===== config.mk =====
export PLATFORM = sky130hd
export DESIGN_NAME = stream_pkt_reducer
export DESIGN_NICKNAME = d
export VERILOG_FILES = /design/src/rtl/stream_pkt_reducer.sv
export SDC_FILE = /design/constraint.sdc
export NUM_CORES = 1
export LEC_CHECK = 0
export ABC_AREA = 1
export ABC_CLOCK_PERIOD_IN_PS = 3440
export BUFFER_PORTS_ARGS = -buffer_cell sky130_fd_sc_hd__clkbuf_2
export CORE_ASPECT_RATIO = 0.8
export CORE_MARGIN = 3
export CORE_UTILIZATION = 50
export CTS_CLUSTER_DIAMETER = 60
export CTS_CLUSTER_SIZE = 14
export DETAILED_ROUTE_END_ITERATION = 8
export PLACE_DENSITY = 0.64
export SYNTH_ARGS = -nofsm -noshare
export SYNTH_HDL_FRONTEND = slang
export SYNTH_SLANG_ARGS = --single-unit

===== constraint.sdc =====
create_clock -name bus_clk -period 3.44 [get_ports bus_clk]
set_clock_uncertainty 0.2 [all_clocks]
set_input_delay 0.688 -clock bus_clk [delete_from_list [all_inputs] [get_ports bus_clk]]
set_output_delay 0.688 -clock bus_clk [all_outputs]
set_load 0.01 [all_outputs]

===== src/rtl/stream_pkt_reducer.sv =====
// Packet reducer: pops framed packets (header + L signed words) from an upstream FIFO and
// pushes a 3-word record {header, saturating sum, signed max} into a downstream FIFO.
module stream_pkt_reducer #(
  parameter bit          SATURATE = 1'b1,
  parameter int unsigned LEN_W    = 16
) (
  input  logic        bus_clk,
  input  logic        bus_rst_n,
  input  logic        flush,
  input  logic [31:0] in_data,
  input  logic        in_empty,
  output logic        in_rden,
  output logic [31:0] out_data,
  input  logic        out_full,
  output logic        out_wren,
  output logic        busy
);

  typedef enum logic [2:0] {StIdle, StHdr, StPay, StEmit0, StEmit1, StEmit2} state_e;

  state_e             state_q;
  logic               pend_q;
  logic [15:0]        tag_q;
  logic [LEN_W-1:0]   len_q;
  logic [LEN_W-1:0]   issued_q;
  logic [LEN_W-1:0]   rcvd_q;
  logic [31:0]        word_q;
  logic               word_vld_q;
  logic signed [47:0] acc_q;
  logic signed [31:0] max_q;
  logic [31:0]        out_data_q;

  logic               need_rd;
  logic               emit;
  logic signed [47:0] word_ext;
  logic               word_gt;
  logic               acc_ovf;
  logic [31:0]        sum_out;

  assign need_rd  = (state_q == StIdle) || ((state_q == StPay) && (issued_q != len_q));
  assign emit     = (state_q == StEmit0) || (state_q == StEmit1) || (state_q == StEmit2);
  assign in_rden  = need_rd && !in_empty && !flush;
  assign out_wren = emit && !out_full && !flush;
  assign out_data = out_data_q;
  assign busy     = (state_q != StIdle);

  assign word_ext = {{16{word_q[31]}}, word_q};
  assign word_gt  = $signed(word_q) > max_q;
  // Accumulator fits in signed 32 bits only when bits 47..31 are all copies of the sign.
  assign acc_ovf  = (acc_q[47:31] != {17{acc_q[47]}});

  always_comb begin
    sum_out = acc_q[31:0];
    if (SATURATE && acc_ovf) begin
      sum_out = acc_q[47] ? 32'h8000_0000 : 32'h7FFF_FFFF;
    end
  end

  always_ff @(posedge bus_clk or negedge bus_rst_n) begin
    if (!bus_rst_n) begin
      state_q    <= StIdle;
      pend_q     <= 1'b0;
      tag_q      <= '0;
      len_q      <= '0;
      issued_q   <= '0;
      rcvd_q     <= '0;
      word_q     <= '0;
      word_vld_q <= 1'b0;
      acc_q      <= '0;
      max_q      <= '0;
      out_data_q <= '0;
    end else if (flush) begin
      state_q    <= StIdle;
      pend_q     <= 1'b0;
      issued_q   <= '0;
      rcvd_q     <= '0;
      word_vld_q <= 1'b0;
      acc_q      <= '0;
      max_q      <= '0;
      out_data_q <= '0;
    end else begin
      pend_q     <= in_rden;
      word_vld_q <= 1'b0;
      // Returned words are staged one cycle before folding into the sum/max.
      if (word_vld_q) begin
        acc_q <= acc_q + word_ext;
        if (word_gt) max_q <= word_q;
      end
      unique case (state_q)
        StIdle: begin
          if (in_rden) state_q <= StHdr;
        end
        StHdr: begin
          tag_q      <= in_data[31:16];
          len_q      <= in_data[LEN_W-1:0];
          issued_q   <= '0;
          rcvd_q     <= '0;
          acc_q      <= '0;
          max_q      <= 32'sh8000_0000;
          out_data_q <= {in_data[31:16], 16'(in_data[LEN_W-1:0])};
          state_q    <= (in_data[LEN_W-1:0] == '0) ? StEmit0 : StPay;
        end
        StPay: begin
          out_data_q <= {tag_q, 16'(len_q)};
          if (in_rden) issued_q <= issued_q + LEN_W'(1);
          if (pend_q) begin
            word_q     <= in_data;
            word_vld_q <= 1'b1;
            rcvd_q     <= rcvd_q + LEN_W'(1);
          end
          // Last word is being folded in on this same edge.
          if (rcvd_q == len_q) state_q <= StEmit0;
        end
        StEmit0: begin
          if (out_wren) begin
            out_data_q <= sum_out;
            state_q    <= StEmit1;
          end
        end
        StEmit1: begin
          if (out_wren) begin
            out_data_q <= max_q;
            state_q    <= StEmit2;
          end
        end
        StEmit2: begin
          if (out_wren) state_q <= StIdle;
        end
        default: state_q <= StIdle;
      endcase
    end
  end

endmodule

=== Word-level counts from Yosys, hierarchy flattened ===
Cells that the tools add are included.

* Add/subtract/negate cells: 3
* Order comparisons: 1
* Equal/unequal tests: 15
* Multiplexer cells: 31
* Bitwise operators: 1
* Reductions and logical operators: 25

{| class="wikitable"
|+ Operator list
! operator !! count
|-
| $mux W32 || 9
|-
| $mux W48 || 3
|-
| $pmux W32 S4 || 1
|-
| $mux W16 || 4
|-
| $pmux W16 S2 || 2
|-
| $add A48 B32 Y48 || 1
|-
| $add A16 B1 Y16 const B || 2
|-
| $gt A32 B32 Y1 || 1
|-
| $ne A16 B16 Y1 || 2
|-
| $mux W3 || 6
|-
| $ne A3 B3 Y1 const B || 6
|-
| $pmux W3 S6 || 1
|-
| $eq A16 B16 Y1 || 1
|-
| $logic_not A16 Y1 || 1
|-
| $reduce_bool A3 Y1 || 4
|-
| $reduce_and A2 Y1 || 4
|-
| $eq A3 B2 Y1 const B || 2
|-
| $eq A3 B3 Y1 const B || 2
|-
| $reduce_and A3 Y1 || 2
|-
| $logic_and A1 B1 Y1 || 5
|-
| $mux W1 || 5
|-
| $reduce_and A5 Y1 || 1
|-
| $reduce_bool A5 Y1 || 1
|-
| $eq A3 B1 Y1 const B || 1
|-
| 5 further kinds || 9
|}

* Bits in registers: 213
* Input bits: 37
* Word-level logic and storage cells: 87

=== Logic depth before layout (Yosys ltp) ===
Gate-level depths: netlist (run 1).

* Depth after elaboration: 8
* Mapped depth: 19
* Mapped depth without buffers: 19

=== Worst setup path before layout (run 1) ===
Ideal clock, no wire load.

* Path kind: register to register
* Start: reg word_q[31]
* End: reg max_q[10]
* Setup time: 118 ps
* Arrival time: 2050 ps
* Required time: 3122 ps
* Path slack: 1072 ps
* Cell stages (with the launch flop): 13
* Period minus slack after synthesis: 2368 ps
* Cells stage by stage: dfrtp_1 -> ha_1 -> nand2_1 -> nor2_1 -> nor3b_2 -> nand2_1 -> nand2_1 -> nand2_1 -> nand2_1 -> nand2_1 -> buf_2 -> nand3_1 -> nand2_1

* Cells in the longest elaborated chain, start to end: 3

{| class="wikitable"
|+ RTL lines
! element !! line !! text
|-
| start: declaration || 27 || <nowiki>logic [31:0] word_q;</nowiki>
|-
| start signal: assignment || 107 || <nowiki>word_q <= in_data;</nowiki>
|-
| $gt A32 B32 Y1 || 48 || <nowiki>assign word_gt = $signed(word_q) > max_q;</nowiki>
|-
| $reduce_bool A3 Y1 (no source line) || -- ||
|-
| $reduce_and A2 Y1 (no source line) || -- ||
|-
| end signal: assignment || 87 || <nowiki>if (word_gt) max_q <= word_q;</nowiki>
|-
| end: declaration || 30 || <nowiki>logic signed [31:0] max_q;</nowiki>
|}

Every way passes these cells.
A chain may end at the register's enable or synchronous reset.

=== Worst setup path after layout (run 1) ===
* Start: reg issued_q[1]
* End: out in_rden

* Cells in the longest elaborated chain, start to end: 5

{| class="wikitable"
|+ RTL lines
! element !! line !! text
|-
| start: declaration || 25 || <nowiki>logic [LEN_W-1:0] issued_q;</nowiki>
|-
| start signal: assignment || 105 || <nowiki>if (in_rden) issued_q <= issued_q + LEN_W'(1);</nowiki>
|-
| $ne A16 B16 Y1 || 40 || <nowiki>assign need_rd = (state_q == StIdle) || ((state_q == StPay) && (issued_q != len_q));</nowiki>
|-
| $logic_and A1 B1 Y1 || 40 ||
|-
| $logic_or A1 B1 Y1 || 40 ||
|-
| $logic_and A1 B1 Y1 (2 in series) || 42 || <nowiki>assign in_rden = need_rd && !in_empty && !flush;</nowiki>
|-
| end: declaration || 12 || <nowiki>output logic in_rden,</nowiki>
|}

Every way passes these cells.

==> results of run 1 <==
[power by group through the flow]
stage / clock network (mW) / registers, mW / logic [mW]
floorplan: 0 / 3.66 / 3.43
global placement: 0 / 3.79 / 4.99
detailed placement: 0 / 3.80 / 5.04
CTS: 2.62 / 3.77 / 5.07
global route: 2.72 / 3.86 / 5.78
finish: 2.57 / 3.79 / 5.12
[flip-flops by register name (all words and copies together) (netlist names)]
signal,cells
acc_q,48
max_q,32
out_data,32
word_q,32
issued_q,16
len_q,16
rcvd_q,16
tag_q,16
state_q,3
pend_q,1
word_vld_q,1
[how the worst max path moves through the flow]
| stage | to | slack, ns | cells past startpoint |
|---|---|---|---|
| 6_report | in_rden | 0.40 | 9 |
| 5_1_grt | in_rden | 0.32 | 9 |
| 4_1_cts | in_rden | 0.45 | 9 |
| 3_5_place_dp | acc_q[38]$_DFFE_PN0P_ | 0.56 | 14 |
| 3_3_place_gp | acc_q[38]$_DFFE_PN0P_ | 0.47 | 15 |
| 2_1_floorplan | max_q[10]$_DFFE_PN0P_ | 1.07 | 12 |
[Yosys cell counts (2+ instances only)]
master | n | area, um^2
a21oi_1 | 116 | 581
buf_6 | 3 | 33.8
o21ai_0 | 140 | 701
nor3_2 | 2 | 20.0
ha_1 | 81 | 1010
xnor2_1 | 21 | 184
xor2_1 | 12 | 105
a21oi_2 | 30 | 263
o22ai_1 | 2 | 12.5
clkbuf_1 | 47 | 176
o21ai_1 | 14 | 70.1
inv_2 | 9 | 33.8
buf_2 | 16 | 80.1
buf_1 | 14 | 52.6
nor4_1 | 8 | 50.1
nand3_1 | 152 | 761
a21o_1 | 8 | 60.1
a22o_1 | 2 | 17.5
o211ai_1 | 2 | 15.0
nand2_1 | 671 | 2520
dfrtp_1 | 213 | 5330
nor2_1 | 143 | 537
nor2_2 | 4 | 25.0
a221oi_1 | 33 | 289
or2_2 | 4 | 25.0
o21bai_1 | 4 | 30.0
nand4_1 | 60 | 375
nor3_1 | 39 | 195
o21a_1 | 8 | 60.1
a31oi_1 | 2 | 12.5
nand2_2 | 2 | 12.5
nand2_4 | 2 | 22.5
inv_1 | 197 | 739
[timing repair]
action	CTS	global route
endpoints found under the hold margin	49	0
resized for setup	0	0
setup buffers	0	0
setup endpoints to repair	0	0
hold buffers	1	0
[metal layers]
layer	share of wire [%]	global-route usage [%]
met5	0	0
met4	2.3	6.68
met3	9.3	5.42
met2	38	40.9
met1	51	50.9
[cells by family after synthesis]
logic type / Yosys count
adders and majority gates: 82
AOI/OAI and AO/OA: 367
DFF: 213
xor gates and xnor gates: 33
and+or+nand+nor: 1093
buffers and inverters: 286
[through the flow]
stage / utilization, % / instance area (um^2) / hold slack (ns) / worst slack, ns
global placement: 53.9 / 15400 / 0.258 / 0.472
CTS: 56.6 / 16100 / 0.178 / 0.446
global route: 56.6 / 16100 / 0.193 / 0.320
finish: 56.6 / 16100 / 0.193 / 0.399
detailed placement: 53.9 / 15400 / 0.265 / 0.564
floorplan: - / 14500 / 0.192 / 1.07
[worst max-delay path, delay by kind of cell, from the launching register on]
family,cells,cell delay (ns)
and+or+nand+nor,7,0.79
DFF,1,0.49
xor gates and xnor gates,1,0.20
buffers and inverters,1,0.14
[layout make-up]
| type | instances | area [um^2] |
|---|---|---|
| Clock buffer | 28 | 626 |
| Sequential cell | 213 | 5330 |
| Fill cell | 2796 | 12400 |
| Multi-Input combinational cell | 1575 | 8120 |
| Clock inverter | 13 | 139 |
| Tap cell | 370 | 463 |
| Inverter | 206 | 773 |
| Timing Repair Buffer | 109 | 678 |
==> metrics, run 1 <==
status=completed; full die area=roughly 31000 um^2; CTS Buf Count=24; Post-Synth Simple-Gate Area=approximately a third; global-route usage over all layers=30.8%; Core ar.=about 28000 um^2; DP Wirelength=36000 um; Worst-Skew Late Latency=roughly 0.54 ns; P_int=6.17 mW; clock power share=approximately 22%; Fmax=roughly 330 MHz; CTS root buffer=clkbuf_16; FF-to-FF setup slack=between 0.4 and 0.5 ns; CP Launch Type=flip-flop; FF-to-FF Start=word_q[0]$_DFFE_PN0P_; CP Max Fanout=5; Avg Cell Area, Syn=approximately 7 um^2; unrepaired setup endpoints after global routing=false; Worst path slowest cell=dfrtp_1; largest family of logic cells by synthesized area=simple AND/OR/NAND/NOR gates; antenna cells=0; max_slew headroom=a little over a third; DRC Markers=0; Final Wtd Congestion=0.991; Post-Synth Adder-Cell Area=under 10%; # port buffers=71; hold path depth=3; CTS tree=built; Initial Util=between 50% and 60%; post-synthesis mux area share=0%; commonest non-fill, non-tap cell in the layout=nand2_1; Crit path top cell by count=nand2_1; global-route wire length before repair=approximately 76000 um; Pins Over Slew Limit=0; Ports=just over 70; H-Tree Depth=1; # rows=55; Finish-stage setup viols=0; layout cells sized above 1=9.65%; Die Width=approximately 200 um; CTS Buffer Depth=3; Clock transition at path regs=about 0.070 ns; largest net degree at the start of global routing=64; Tcrit/Tclk final=about nine tenths; Lkg Pwr=between 8 and 9 nW; sequential share of power=between 30% and 40%; Fin. Hold Viols=0; Post-synth ARST share=100%; Seq/Total Area, Yosys=between 30% and 40%; initial antenna violation count=0; pwr/cell area=between 700 and 800 nW/um^2; Synth Warn #=0; Cell Area, Synth=14500 um^2; Initial DRC Count=1486; ys flop type=dfrtp_1; hold_sp=in_data[8]; Yosys reg bits=between 200 and 250; drt wl/cell=~19 um; drt total wl=48100 um; critical path data required time=about 2.6 ns; HP Class=primary input to flip-flop; EDFF count, synth=0; Area Growth Syn to Fin=11.0%; Synth Area in XOR/XNOR=between 1.5 and 2%; fin crit period=about 3.0 ns; Layout Cells excl Fill=~2500; post-synth net total=between 2000 and 2500; vias=14458; kind of critical path=flip-flop to output port; Crit path arrival time=~2.2 ns; worst-margin pin slew=0.958 ns; final setup TNS=0 ns; Cell variety after synth=between 40 and 50; Routed Antenna Nets=0; final net count=around 2200; power share of the combinational group=44.6%; total power draw=approximately 11 mW; First-pass DRT Iterations=5; Net Sw Power=~5.3 mW; Synth Area in Compound Gates=between 10 and 15%; Max stage delay on crit path=approximately 0.49 ns; drt via density=5.75; worst hold endpoint=len_q[8]$_DFFE_PN0P_; Die Ht=159 um; cells along the critical path=xnor2_1, nand4_1, nor2_1, nand2_1, nand2_1, nand2_1, nand2_1, nor2_1, clkbuf_2; synthesized instance count=just over 2000; peak supply drop=790 uV; Clock Sinks=around 210; commonest non-fill, non-tap cells in the layout=671 x nand2_1, 213 x dfrtp_1, 197 x inv_1; CP Launch Point=issued_q[1]$_DFFE_PN0P_; CP endpoint kind=output port; Reg2Reg Capture Point=acc_q[38]$_DFFE_PN0P_; sw frac=46.3%; DP Cell Count=between 2000 and 2500; vias in the first global route=13203; grt ovf=0; Max-Cap Viols=0; Worst R2R Path Depth=14
Note: power is estimated with default switching activity, not from simulation.
==> run 2: changes to the inputs <==
CORE_ASPECT_RATIO = 1.2   (was 0.8)
==> metrics, run 2 (synthesis gave the netlist of run 1 again) <==
Core ar.=28300 um^2; kind of critical path=flip-flop to flip-flop; Die Ht=193 um; Routed Antenna Nets=0; drt total wl=between 40000 and 50000 um; final setup TNS=0 ns; total area of sequential cells=around 5300 um^2; CTS Buf Count=24; DP Wirelength=35300 um; Area Growth Syn to Fin=11.0%; commonest non-fill, non-tap cell in the layout=nand2_1; global-route usage over all layers=29.9%; # resized after CTS=0; Initial Util=51.5%; pwr/cell area=around 700 nW/um^2; # rows=67; vias in the first global route=between 10000 and 15000; fin crit period=roughly 3.1 ns; CTS tree=built; Ports=72; Fmax=320 MHz; Largest register FFs=48; Pins Over Slew Limit=0; Max-Cap Viols=0; Lkg Pwr=around 8.1 nW; global-route wire length before repair=roughly 75000 um; CTS root buffer=clkbuf_16; Finish-stage setup viols=0; peak supply drop=between 400 and 500 uV; # port buffers=between 70 and 80; CP Launch Type=flip-flop; Clock transition at path regs=~0.07 ns; fin worst setup slack=roughly 0.32 ns; Tcrit/Tclk final=between 90% and 100%; largest net degree at the start of global routing=72; initial antenna violation count=0; Initial DRC Count=roughly 930; antenna cells=0; Crit path arrival time=approximately 3.4 ns; status=completed; Die Width=roughly 160 um; commonest non-fill, non-tap cells in the layout=671 x nand2_1, 213 x dfrtp_1, 197 x inv_1; final net count=~2200; CP endpoint kind=flip-flop; Fin. Hold Viols=0; Worst-Skew Late Latency=about 0.55 ns; max_slew headroom=32.0%; Post-Route Utilization=approximately 57%; grt ovf=0; area of the multi-input gates=between 8000 and 9000 um^2; HP Class=primary input to flip-flop; Post-CTS Setup Bufs=0; hold_buf cts=1; largest register by flop count=acc_q; Final Wtd Congestion=around 0.96; full die area=around 31000 um^2; worst-margin pin slew=a little over 1 ns; filler instances=2793; H-Tree Depth=1; CTS Buffer Depth=3; CP Max Fanout=19; critical path data required time=3.67 ns; DP Worst Slack=a little over 0.4 ns; First-pass DRT Iterations=5; layout cells sized above 1=a little under a tenth; unrepaired setup endpoints after global routing=false; drt wl/cell=around 18 um; Clock Sinks=approximately 210; drt via density=around 5.7; vias=14200; DRC Markers=0
==> run 2: worst paths after layout <==
kind,start,to,slack [ns],depth (start not counted)
max,word_q[31]$_DFFE_PN0P_,max_q[30]$_DFFE_PN0P_,0.32,9
min,in_data[9],len_q[9]$_DFFE_PN0P_,0.18,3
max reg2reg,word_q[31]$_DFFE_PN0P_,max_q[30]$_DFFE_PN0P_,0.32,9
min reg2reg,tag_q[15]$_DFFE_PN0P_,tag_q[15]$_DFFE_PN0P_,0.28,2
max in group asynchronous,bus_rst_n,out_data[21]$_DFFE_PN0P_,1.76,3
min in group asynchronous,bus_rst_n,len_q[5]$_DFFE_PN0P_,0.48,2
==> run 2: metrics by stage <==
stage          hold slack [ns]  cell area, um^2  instances  power (mW)
6_report                 0.183            16100       2513        11.5
5_1_grt                  0.199            16100       2513        12.4
4_1_cts                  0.167            16100       2513        11.5
3_5_place_dp             0.263            15400       2474        8.85
3_3_place_gp             0.259            15400       2474        8.78
2_1_floorplan            0.192            14500       2074        7.10
==> run 2: power breakdown <==
group          internal [mW]  switching (mW)  total [mW]
Clock                   1.48            1.16        2.64
Combinational           1.71            3.38        5.09
Sequential              3.10           0.658        3.75
Total                   6.28            5.20        11.5
==> run 2: final cells by class <==
class,instances,share of cell area (%)
multi-input cells,1575,50.3
repair buffers,102,4.11
well taps,379,2.94
flip-flops and latches,213,33.0
clock buffers,26,3.83
inverters,206,4.79
clock inverters,12,1.00
==> run 2: per-layer routing <==
metal	GRT usage (%)	part of all wire (%)	up-vias
li1	-	-	6974
met1	36.5	41	6698
met2	52.7	49	407
met5	0	0	-
met4	14.4	5.1	0
met3	3.43	4.7	121
==> run 2: worst max-delay path, cell delays in order, from the launching register on <==
cell and delay, ns:
dfrtp_1 0.36, buf_4 0.22, ha_1 0.37, nand2_1 0.10
nor2_1 0.16, nor3b_2 0.46, nand2_1 0.56, buf_4 0.39
nand4_1 0.11, nand2_1 0.07
